File: config.mk
export PLATFORM = sky130hd
export DESIGN_NAME = dma_channel
export DESIGN_NICKNAME = d
export VERILOG_FILES = /design/src/rtl/dma_channel.sv
export SDC_FILE = /design/constraint.sdc
export NUM_CORES = 1
export LEC_CHECK = 0
export BUFFER_PORTS_ARGS = -buffer_cell sky130_fd_sc_hd__buf_2
export CAP_MARGIN = 25
export CORE_MARGIN = 2
export CORE_UTILIZATION = 30
export DETAILED_ROUTE_END_ITERATION = 6
export PLACE_DENSITY = 0.58
export SLEW_MARGIN = 20
export SYNTH_ARGS = -nofsm -noshare
export SYNTH_HDL_FRONTEND = slang
export SYNTH_SLANG_ARGS = --single-unit
File: constraint.sdc
create_clock -name clk -period 5.4 [get_ports clk]
set_input_delay 1.08 -clock clk [delete_from_list [all_inputs] [get_ports clk]]
set_output_delay 1.08 -clock clk [all_outputs]
set_load 0.03 [all_outputs]
File: src/rtl/dma_channel.sv
// dma_channel: single-channel DMA engine that copies a block of halfword or
// word units from a source to a destination address over the shared memory
// request bus. It arbitrates with the CPU via bus_req/bus_gnt and signals
// completion with a one-cycle done pulse (and irq when enabled).
//
// Ports:
//   clk, rst_n          system clock (rising edge), async active-low reset
//   cfg_src, cfg_dst    start addresses, sampled on start
//   cfg_cnt             unit count (0 means 2^CNT_W), sampled on start
//   cfg_src_ctl/dst_ctl address mode: 00 inc, 01 dec, 10 fixed, 11 inc
//   cfg_word            1 = 32-bit units, 0 = 16-bit units
//   cfg_irq_en          gate irq with done
//   start, abort        one-cycle trigger / stop request
//   busy, done, irq     status
//   bus_req, bus_gnt    bus arbitration handshake
//   mem_*               memory request interface (initiator side)
//
// state  | meaning
// -------+------------------------------------------------------------
// S_IDLE | waiting for start; config registers loaded on start
// S_REQ  | requesting the bus, waiting for bus_gnt (abort honoured here)
// S_RD   | read access at src; data latched on completion
// S_WR   | write access at dst; addresses/count stepped on completion
module dma_channel #(
  parameter int CNT_W = 14
) (
  input  logic             clk,
  input  logic             rst_n,
  input  logic [31:0]      cfg_src,
  input  logic [31:0]      cfg_dst,
  input  logic [CNT_W-1:0] cfg_cnt,
  input  logic [1:0]       cfg_src_ctl,
  input  logic [1:0]       cfg_dst_ctl,
  input  logic             cfg_word,
  input  logic             cfg_irq_en,
  input  logic             start,
  input  logic             abort,
  output logic             busy,
  output logic             done,
  output logic             irq,
  output logic             bus_req,
  input  logic             bus_gnt,
  output logic [31:0]      mem_addr,
  output logic [31:0]      mem_wdata,
  input  logic [31:0]      mem_rdata,
  output logic [1:0]       mem_width,
  output logic             mem_read,
  output logic             mem_write,
  input  logic             mem_ok
);

  typedef enum logic [1:0] {S_IDLE, S_REQ, S_RD, S_WR} state_t;

  localparam logic [CNT_W:0] REM_ONE = {{CNT_W{1'b0}}, 1'b1};

  state_t         state, state_nx;
  logic [31:0]    src, dst, data;
  logic [CNT_W:0] rem;
  logic [1:0]     src_ctl, dst_ctl;
  logic           word, irq_en;
  logic           abort_pend;
  logic           acc_first;
  logic           acc_done;
  logic           abort_now;
  logic           last_unit;

  // An access may only complete from its second cycle onward.
  assign acc_done  = ((state == S_RD) || (state == S_WR)) && !acc_first && mem_ok;
  assign abort_now = abort_pend || abort;
  assign last_unit = (rem == REM_ONE);

  function automatic logic [31:0] step_addr(input logic [31:0] a,
                                            input logic [1:0]  ctl,
                                            input logic        w);
    logic [31:0] sz;
    sz = w ? 32'd4 : 32'd2;
    case (ctl)
      2'b01:   step_addr = a - sz;
      2'b10:   step_addr = a;
      default: step_addr = a + sz;
    endcase
  endfunction

  always_comb begin
    state_nx  = state;
    busy      = (state != S_IDLE);
    bus_req   = (state != S_IDLE);
    mem_read  = 1'b0;
    mem_write = 1'b0;
    mem_addr  = 32'h0;
    mem_wdata = 32'h0;
    mem_width = word ? 2'd2 : 2'd1;
    case (state)
      S_IDLE: begin
        if (start) state_nx = S_REQ;
      end
      S_REQ: begin
        if (abort_now)    state_nx = S_IDLE;
        else if (bus_gnt) state_nx = S_RD;
      end
      S_RD: begin
        mem_read = 1'b1;
        mem_addr = src;
        if (acc_done) state_nx = S_WR;
      end
      S_WR: begin
        mem_write = 1'b1;
        mem_addr  = dst;
        mem_wdata = word ? data : {data[15:0], data[15:0]};
        if (acc_done) begin
          if (last_unit || abort_now) state_nx = S_IDLE;
          else if (!bus_gnt)          state_nx = S_REQ;
          else                        state_nx = S_RD;
        end
      end
      default: state_nx = S_IDLE;
    endcase
  end

  always_ff @(posedge clk or negedge rst_n) begin
    if (!rst_n) begin
      state      <= S_IDLE;
      src        <= 32'h0;
      dst        <= 32'h0;
      data       <= 32'h0;
      rem        <= '0;
      src_ctl    <= 2'b00;
      dst_ctl    <= 2'b00;
      word       <= 1'b1;
      irq_en     <= 1'b0;
      abort_pend <= 1'b0;
      acc_first  <= 1'b0;
      done       <= 1'b0;
      irq        <= 1'b0;
    end else begin
      state     <= state_nx;
      done      <= 1'b0;
      irq       <= 1'b0;
      // Every entry into RD or WR is a fresh access.
      acc_first <= ((state_nx == S_RD) || (state_nx == S_WR)) && (state_nx != state);
      // Abort is only remembered while a transfer is in progress.
      abort_pend <= (state_nx != S_IDLE) && (abort_pend || (busy && abort));
      case (state)
        S_IDLE: begin
          if (start) begin
            src     <= cfg_word ? {cfg_src[31:2], 2'b00} : {cfg_src[31:1], 1'b0};
            dst     <= cfg_word ? {cfg_dst[31:2], 2'b00} : {cfg_dst[31:1], 1'b0};
            rem     <= (cfg_cnt == '0) ? {1'b1, {CNT_W{1'b0}}} : {1'b0, cfg_cnt};
            src_ctl <= cfg_src_ctl;
            dst_ctl <= cfg_dst_ctl;
            word    <= cfg_word;
            irq_en  <= cfg_irq_en;
          end
        end
        S_RD: begin
          if (acc_done) data <= word ? mem_rdata : {16'h0, mem_rdata[15:0]};
        end
        S_WR: begin
          if (acc_done) begin
            src <= step_addr(src, src_ctl, word);
            dst <= step_addr(dst, dst_ctl, word);
            rem <= rem - REM_ONE;
            if (last_unit) begin
              done <= 1'b1;
              irq  <= irq_en;
            end
          end
        end
        default: ;
      endcase
    end
  end

endmodule
* After elaboration in Yosys (flattened, before gate mapping)
Cells that the tools add are included.
** Word-level totals
- Input bits :: 122
- Word-level logic and storage cells :: 90
- Register bits :: 123
- Output and inout port bits :: 72
** Cells by class
- Reductions and logical operators :: 21
- Muxes and demuxes :: 36
- Add/subtract/negate cells :: 5
- Equality and inequality tests :: 15
** Operators with widths (count)
- one-hot mux 32 bit (2 select lines) :: 5
- 2-to-1 mux 32 bit :: 7
- 2-to-1 mux 15 bit :: 3
- adder 32 x 3 -> 32 bit :: 1
- adder 32 bit :: 1
- subtractor 32 x 3 -> 32 bit :: 1
- subtractor 32 bit :: 1
- one-hot mux 15 bit (2 select lines) :: 1
- 2-to-1 mux 2 bit :: 10
- == test 15 x 1 -> 1 bit, second input constant :: 1
- subtractor 15 x 1 -> 15 bit, second input constant :: 1
- zero test 14 bit :: 1
- == test 2 bit, second input constant :: 6
- 2-to-1 mux 1 bit :: 8
- inequality test 2 bit, second input constant :: 4
- one-hot mux 2 bit (4 select lines) :: 1
- AND reduction 4 bit :: 2
- == test 2 x 1 -> 1 bit, second input constant :: 3
- nonzero test 2 bit :: 3
- logical AND 1 bit :: 5
- logical OR 1 bit :: 5
- AND reduction 2 bit :: 2
- 2-to-1 mux 3 bit :: 1
- AND reduction 3 bit :: 1
- other kinds (3) :: 3

* Depth between registers and ports, before layout
Gate-level depths: netlist (run 1).
- Word-level depth :: 9
- Mapped depth :: 16
- Gate-level depth less buffers :: 10

* Worst setup path after synthesis (run 1)
OpenSTA, ideal clock, no wires.
- Path kind :: reg-to-reg
- From :: reg src_ctl[1]
- To :: reg src[30]
- Path buffers :: 6
- Library setup time :: 0.121 ns
- Setup slack :: 1.667 ns
- Data arrival time :: 3.611 ns
- Period minus slack after synthesis :: 3.733 ns
- Stages on the path, launching flop included :: 17
- Required time :: 5.279 ns
- Path through :: dfrtp_1 > nand2b_1 > buf_2 > buf_2 > buf_2 > buf_1 > buf_1 > nor2_1 > ha_1 > nor2b_1 > clkbuf_1 > o211ai_1 > a211oi_1 > o22ai_1 > a22o_1 > o21a_1 > o22a_1
** Between the ends
- Cells in the longest elaborated chain, start to end :: 4
- Elaborated cells on any way between the ends :: 7
- Classes of those cells :: 3 x eq/ne; 3 x mux; 1 x reduce/logical
** Ends and longest elaborated chain
- start: declaration :: RTL line 59 : logic [1:0] src_ctl, dst_ctl;
- start signal: assignment :: RTL line 149 : src_ctl <= cfg_src_ctl;
- == test 2 bit or == test 2 x 1 -> 1 bit (tied branches) :: RTL line 77 : case (ctl)
- one-hot mux 32 bit (2 select lines) :: RTL line 77
- 2-to-1 mux 32 bit :: RTL line 159 : if (acc_done) begin
- one-hot mux 32 bit (2 select lines) :: RTL line 143 : case (state)
- end signal: assignment :: RTL line 146 : src <= cfg_word ? {cfg_src[31:2], 2'b00} : {cfg_src[31:1], 1'b0};
- end signal: assignment :: RTL line 160 : src <= step_addr(src, src_ctl, word);
- end: declaration :: RTL line 57 : logic [31:0] src, dst, data;
Parallel ways exist; a longest one is shown, timed or not. The select of a mux whose other input is x is not followed.
A chain may end at the register's enable or synchronous reset.

* Worst setup path after layout (run 1)
- From :: reg state[0]
- To :: out mem_write
** Between the ends
- Cells in the longest elaborated chain, start to end :: 2
** Ends and longest elaborated chain
- start: declaration :: RTL line 56 : state_t state, state_nx;
- start signal: assignment :: RTL line 136 : state <= state_nx;
- == test 2 bit :: RTL line 93 : case (state)
- 2-to-1 mux 1 bit :: RTL line 93
- end: declaration :: RTL line 48 : output logic mem_write,
No other way between the ends.

==> results of run 1 <==
-- final timing paths --
path,startpoint,end,cells after the start
min reg2reg,rem[6]$_DFFE_PN0P_,rem[6]$_DFFE_PN0P_,2
min,rem[6]$_DFFE_PN0P_,rem[6]$_DFFE_PN0P_,2
max,state[0]$_DFF_PN0_,mem_write,5
max in group asynchronous,rst_n,src[15]$_DFFE_PN0P_,2
max reg2reg,state[1]$_DFF_PN0_,dst[22]$_DFFE_PN0P_,8
min in group asynchronous,rst_n,data[1]$_DFFE_PN0P_,1
-- sequential cells by signal, summed over array words and instances (netlist names) --
| name | count |
|---|---|
| src | 31 |
| src_ctl | 2 |
| irq_en | 1 |
| dst | 31 |
| rem | 15 |
| data | 32 |
| acc_first | 1 |
| irq | 1 |
| abort_pend | 1 |
| word | 1 |
| done | 1 |
| state | 2 |
| dst_ctl | 2 |
-- cell type report --
cell class | count | area, µm²
Multi-Input combinational cell | 1019 | 6260
Clock buffer | 18 | 429
Inverter | 18 | 68.8
Clock inverter | 14 | 151
Antenna cell | 2 | 5.00
Timing Repair Buffer | 208 | 1100
Fill cell | 3426 | 20800
Tap cell | 442 | 553
Sequential cell | 121 | 3030
-- power breakdown --
part           switching (mW)  total, mW  internal [mW]
sequential              0.880       2.22           1.34
clock                   0.468       1.15          0.681
combinational            2.27       3.60           1.32
-- stage by stage --
| stage | cell area [µm²] | total power [mW] |
|---|---|---|
| floorplan | 9860 | 4.72 |
| CTS | 11600 | 6.96 |
| finish | 11600 | 6.96 |
| detailed placement | 11000 | 5.78 |
| global route | 11600 | 7.49 |
| global placement | 11000 | 5.72 |
-- worst max-delay path, stage by stage (launching register included) --
cell and delay [ps]:
sky130_fd_sc_hd__dfrtp_2 570, sky130_fd_sc_hd__buf_4 380, sky130_fd_sc_hd__nand2_4 290, sky130_fd_sc_hd__buf_4 560
sky130_fd_sc_hd__clkinv_2 440, sky130_fd_sc_hd__buf_2 310
-- routing by layer --
metal  up-vias  routed length, µm  GRT usage [%]  part of all wire [%]
met5         -                 42              0                  0.12
met2       368              15900           31.4                    46
met1      4880              15700           28.0                    45
met4         8                553           5.24                   1.6
li1       4949                  -              -                     -
met3        41               2620           4.92                   7.5
-- logic make-up after synthesis --
kind of cell	Yosys count	share of synthesized area, %
other cells	1	0.0380
mux	86	8.96
fa+ha+maj	8	1.02
xor+xnor	7	0.622
buf+inv	151	6.10
compound gates	342	22.8
flops	121	30.7
simple gates	575	29.8
-- Yosys cell counts (all sizes together), types with 20 or more instances --
cell type / count / area, µm²
nor2b: 42 / 263
nand2: 149 / 559
nor3: 44 / 220
o21ai: 86 / 430
clkbuf: 105 / 395
a22oi: 22 / 165
and3: 36 / 225
mux2i: 68 / 681
a21oi: 67 / 339
or4: 21 / 161
a31oi: 30 / 194
buf: 28 / 139
nand3: 48 / 240
nor4: 20 / 138
o22ai: 26 / 163
nand4: 33 / 206
dfrtp: 120 / 3000
nor2: 107 / 402
-- placed cells by master, fill, tap and decap left out, types with 5 or more instances in the layout --
master / n
sky130_fd_sc_hd__a211oi_1: 7
sky130_fd_sc_hd__a21oi_1: 66
sky130_fd_sc_hd__a22oi_1: 22
sky130_fd_sc_hd__a2bb2oi_1: 16
sky130_fd_sc_hd__a31oi_1: 29
sky130_fd_sc_hd__and2_1: 12
sky130_fd_sc_hd__and3_1: 36
sky130_fd_sc_hd__and4_1: 7
sky130_fd_sc_hd__buf_2: 189
sky130_fd_sc_hd__buf_4: 18
sky130_fd_sc_hd__clkbuf_16: 17
sky130_fd_sc_hd__clkinv_4: 6
sky130_fd_sc_hd__dfrtp_1: 118
sky130_fd_sc_hd__ha_1: 8
sky130_fd_sc_hd__inv_1: 17
sky130_fd_sc_hd__mux2_2: 18
sky130_fd_sc_hd__mux2i_1: 68
sky130_fd_sc_hd__nand2_1: 148
sky130_fd_sc_hd__nand2b_1: 7
sky130_fd_sc_hd__nand3_1: 48
sky130_fd_sc_hd__nand4_1: 33
sky130_fd_sc_hd__nor2_1: 107
sky130_fd_sc_hd__nor2b_1: 40
sky130_fd_sc_hd__nor3_1: 44
sky130_fd_sc_hd__nor4_1: 18
sky130_fd_sc_hd__o211ai_1: 13
sky130_fd_sc_hd__o21a_1: 9
sky130_fd_sc_hd__o21ai_0: 81
sky130_fd_sc_hd__o22a_1: 5
sky130_fd_sc_hd__o22ai_1: 26
sky130_fd_sc_hd__o2bb2ai_1: 6
sky130_fd_sc_hd__o31ai_1: 5
sky130_fd_sc_hd__or2_2: 13
sky130_fd_sc_hd__or3_1: 17
sky130_fd_sc_hd__or4_1: 20
sky130_fd_sc_hd__xnor2_1: 7
==> run_results.csv, run 1 <==
group,metric,value,unit
run_status,status,"complete, no violations",
place,hpwlAfterDp,24.9,mm
critical_path,crit_end_category,"output pin",
place,dp.cells,1808,
clock_network,clock_path_buffers,2,
global_route,pin_count_of_the_biggest_net_entering_global_routing,93,
synth,yosysUniqueCellTypes,81,
routing,remaining_drc_errors,0,
critical_path,crit_required,4320,ps
synth,post_synth_instance_area,9860,µm²
global_route,antenna_found_initial,6,
timing,achievable-frequency,0.245,GHz
critical_path,setup_slack_reg_to_reg,1820,ps
clock_network,cts.sink_count,121,
clock_network,cts_hold_buffers,0,
critical_path,criticalPathCategory,"flip-flop to output pin",
global_route,wire_length_of_the_first_global_routing_pass,54.2,mm
routing,vias_per_cell,5.56,
floorplanning,fp.coreArea,32500,µm²
timing,totalNegativeSetupSlack,0,ps
synth,synthArstFlopShare,100,%
floorplanning,initial_core_util,30.4,%
clock_network,cts-root-buf,"sky130_fd_sc_hd__clkbuf_16",
routing,wl_per_cell,18.9,µm
clock_network,numCtsBuffers,17,
timing,pins_over_their_slew_limit,0,
floorplanning,io_count,194,
final_layout,drive_above_1_share,21.2,%
routing,drtIter0Drc,1085,
timing,period_share,75.6,%
floorplanning,floorplan.die.height,185,µm
timing,final_hold_viol_count,0,
synth,synthCells,1291,
synth,postSynthNetCount,1421,
critical_path,arrival,3000,ps
critical_path,critPathMaxFanout,54,
pwr,power_leakage,4.88,nW
global_route,grt.overflow.total,0,
timing,holdWs,474,ps
routing,drt-total-wl,34.8,mm
place,numPortBuffers,190,
global_route,globalRouteTotalUtil,20.2,%
synth,yosysSeqAreaShare,30.7,%
synth,synth-edff-count,0,
synth,synth.yosys.warnings,0,
flow_run,maxCapViolCount,0,
final_layout,final_nets,1515,
routing,final_antenna_net_count,0,
timing,pin_slew_with_the_least_headroom_to_its_limit,1020,ps
final_layout,area_growth,17.7,%
min_path,timing.hold.worst.class,"flip-flop to flip-flop",
clock_network,h-tree-depth,4,
pwr,vdd.ir_drop.worst,0.361,mV
routing,vias,10246,
critical_path,critical_path.startpoint_type,"flip-flop",
global_route,grt_pass1_vias,9571,
final_layout,layout.cells.non_filler,1842,
floorplanning,fp.dieW,185,µm
floorplanning,fp.dieArea,34300,µm²
synth,synth_area_per_cell,7.64,µm²
timing,worst_slack,1320,ps
place,gp_congestion,0.899,
clock_network,postCtsResizedCells,0,
clock_network,cts.reportedPaths.clkPinSlew,60,ps
floorplanning,row_count,66,
pwr,cellPowerDensity,600,nW/µm²
timing,finalWorstPathRequiredPeriod,4080,ps
clock_network,cts_tree,"yes",
final_layout,utilization,35.8,%
clock_network,clk-insertion-delay-late,430,ps
routing,drt_first_pass_iters,5,
timing,finalClockSkew,9.39,ps
timing,setup_repair_after_global_routing_missed_its_margin,"false",
place,post-place-ws,1590,ps
synth,seq_cells_post_synth,121,
timing,slew_headroom,31.9,%
clock_network,post_cts_buffers,0,
timing,setup_viol_count_final,0,
synth,dominantRegCellSynth,"sky130_fd_sc_hd__dfrtp_1",
Note: power is estimated with default switching activity, not from simulation.
==> run 2: changes to the inputs <==
PLACE_DENSITY = 0.59   (was 0.58)
clock period = 3.3 ns   (was 5.4 ns; I/O delays follow)
==> run_results.csv, run 2 (synthesis results as in run 1) <==
group,metric,value,unit
floorplanning,row_count,66,
global_route,wire_length_of_the_first_global_routing_pass,56.0,mm
global_route,grt.overflow.total,0,
clock_network,h-tree-depth,4,
critical_path,worstRegToRegCells,9,
final_layout,layout.cells.non_filler,1883,
clock_network,clk-insertion-delay-late,430,ps
pwr,share_seq_of_total_power,29.3,%
pwr,vdd.ir_drop.worst,0.481,mV
critical_path,critPathMaxFanout,6,
clock_network,cts-root-buf,"sky130_fd_sc_hd__clkbuf_16",
timing,period_share,93.6,%
critical_path,crit_required,3600,ps
final_layout,drive_above_1_share,23.8,%
critical_path,ff_to_ff_end,"dst[23]$_DFFE_PN0P_",
timing,achievable-frequency,0.324,GHz
clock_network,cts_tree,"yes",
clock_network,clock_path_buffers,2,
floorplanning,fp.dieW,185,µm
min_path,timing.hold.worst.class,"input port to async pin",
critical_path,crit_end_category,"flip-flop",
routing,vias,10560,
final_layout,registers.top_by_ff_count,"data",
routing,drt_first_pass_iters,6,
clock_network,cts.reportedPaths.clkPinSlew,60,ps
clock_network,cts.sink_count,121,
final_layout,final_nets,1556,
pwr,net-switching-power,6.03,mW
critical_path,r2r_start,"word$_DFFE_PN1P_",
timing,finalWorstPathRequiredPeriod,3090,ps
floorplanning,fp.coreArea,32500,µm²
clock_network,post_cts_buffers,0,
pwr,cellPowerDensity,981,nW/µm²
floorplanning,initial_core_util,30.4,%
routing,drt-total-wl,36.0,mm
final_layout,layout.cells.most_common_list,"189 x sky130_fd_sc_hd__buf_2, 148 x sky130_fd_sc_hd__nand2_1, 118 x sky130_fd_sc_hd__dfrtp_1",
final_layout,area_growth,20.9,%
timing,setup_repair_after_global_routing_missed_its_margin,"false",
routing,drtIter0Drc,945,
floorplanning,fp.dieArea,34300,µm²
routing,vias_per_cell,5.61,
clock_network,numCtsBuffers,17,
critical_path,setup_slack_reg_to_reg,210,ps
global_route,antenna_found_initial,8,
place,hpwlAfterDp,26.6,mm
global_route,grt_pass1_vias,9945,
routing,wl_per_cell,19.1,µm
critical_path,arrival,3390,ps
timing,final_hold_viol_count,0,
pwr,power_leakage,5.09,nW
routing,final_antenna_net_count,0,
floorplanning,floorplan.die.height,185,µm
place,gp_congestion,0.961,
pwr,pwr-share-clk,15.8,%
timing,setup_viol_count_final,0,
critical_path,critical_path.startpoint_type,"flip-flop",
final_layout,largestRegisters,"data: 32 flops, dst: 31 flops, src: 31 flops",
timing,totalNegativeSetupSlack,0,ps
timing,pins_over_their_slew_limit,0,
timing,pin_slew_with_the_least_headroom_to_its_limit,1020,ps
routing,remaining_drc_errors,0,
global_route,globalRouteTotalUtil,20.9,%
critical_path,criticalPathCategory,"flip-flop to flip-flop",
global_route,pin_count_of_the_biggest_net_entering_global_routing,93,
place,numPortBuffers,190,
timing,finalClockSkew,12.3,ps
floorplanning,io_count,194,
pwr,share_comb_of_total_power,54.9,%
flow_run,maxCapViolCount,0,
timing,slew_headroom,31.9,%
pwr,internal_power,5.66,mW
place,dp.cells,1849,
run_status,status,"complete, no violations",
pwr,swShare,51.6,%
final_layout,layout.cells.most_common,"sky130_fd_sc_hd__buf_2",
final_layout,largest_register_ff_count,32,
[run 2: area by class of cell]
| class | count | area (µm²) |
|---|---|---|
| Fill cell | 3412 | 20500 |
| Multi-Input combinational cell | 1019 | 6280 |
| Sequential cell | 121 | 3030 |
| Timing Repair Buffer | 249 | 1410 |
| Tap cell | 442 | 553 |
| Clock buffer | 19 | 453 |
| Clock inverter | 13 | 119 |
| Inverter | 18 | 68.8 |
| Antenna cell | 2 | 5.00 |
[run 2: metrics by stage]
step / worst slack [ps] / cell area (µm²) / utilization, % / total power, mW / hold WS [ps]
2_1_floorplan: 12.9 / 9900 / - / 7.75 / 364
3_3_place_gp: 261 / 11300 / 34.9 / 9.67 / 460
3_5_place_dp: 256 / 11300 / 34.9 / 9.78 / 465
4_1_cts: 238 / 11900 / 36.7 / 11.7 / 278
5_1_grt: 75.2 / 11900 / 36.7 / 12.6 / 311
6_report: 210 / 11900 / 36.7 / 11.7 / 254
[run 2: routing by layer]
layer | up-vias | share of wire (%) | routed length (µm) | track usage [%]
met5 | - | 0.13 | 46 | 0
met4 | 8 | 2.3 | 814 | 6.54
met3 | 57 | 8.3 | 2970 | 5.19
met2 | 426 | 46 | 16400 | 33.2
met1 | 5025 | 44 | 15700 | 27.9
li1 | 5044 | - | - | -
[run 2: worst max-delay path: stages, from the launching register on]
cell,delay (ps)
sky130_fd_sc_hd__dfstp_2,580
sky130_fd_sc_hd__inv_1,90
sky130_fd_sc_hd__ha_1,290
sky130_fd_sc_hd__o21a_1,280
sky130_fd_sc_hd__nor3_1,360
sky130_fd_sc_hd__buf_4,190
sky130_fd_sc_hd__a21oi_1,120
sky130_fd_sc_hd__nor3_1,470
sky130_fd_sc_hd__o21ba_2,240
sky130_fd_sc_hd__a311o_1,350
[run 2: worst max path at each step]
stage               cells after the start                    from             endpoint  slack, ps
finish                                  9        word$_DFFE_PN1P_  dst[23]$_DFFE_PN0P_        210
global route                           10  dst_ctl[0]$_DFFE_PN0P_  dst[29]$_DFFE_PN0P_         80
CTS                                    10  dst_ctl[0]$_DFFE_PN0P_  dst[29]$_DFFE_PN0P_        240
detailed placement                     10  dst_ctl[0]$_DFFE_PN0P_  dst[29]$_DFFE_PN0P_        260
global placement                       10  dst_ctl[0]$_DFFE_PN0P_  dst[29]$_DFFE_PN0P_        260
floorplan                              14  dst_ctl[1]$_DFFE_PN0P_  dst[29]$_DFFE_PN0P_         10
[run 2: what timing repair did]
| action | CTS | global route |
|---|---|---|
| hold endpoints to repair | 0 | 0 |
| setup endpoints to repair | 0 | 1 |
| hold buffers | 0 | 0 |
| resized for setup | 0 | 1 |
[run 2: power by group through the flow]
stage / Sequential (mW) / Clock (mW) / Combinational, mW
floorplan: 2.60 / 0 / 5.15
global placement: 3.37 / 0 / 6.30
detailed placement: 3.40 / 0 / 6.38
CTS: 3.38 / 1.89 / 6.40
global route: 3.55 / 1.95 / 7.05
finish: 3.42 / 1.85 / 6.42
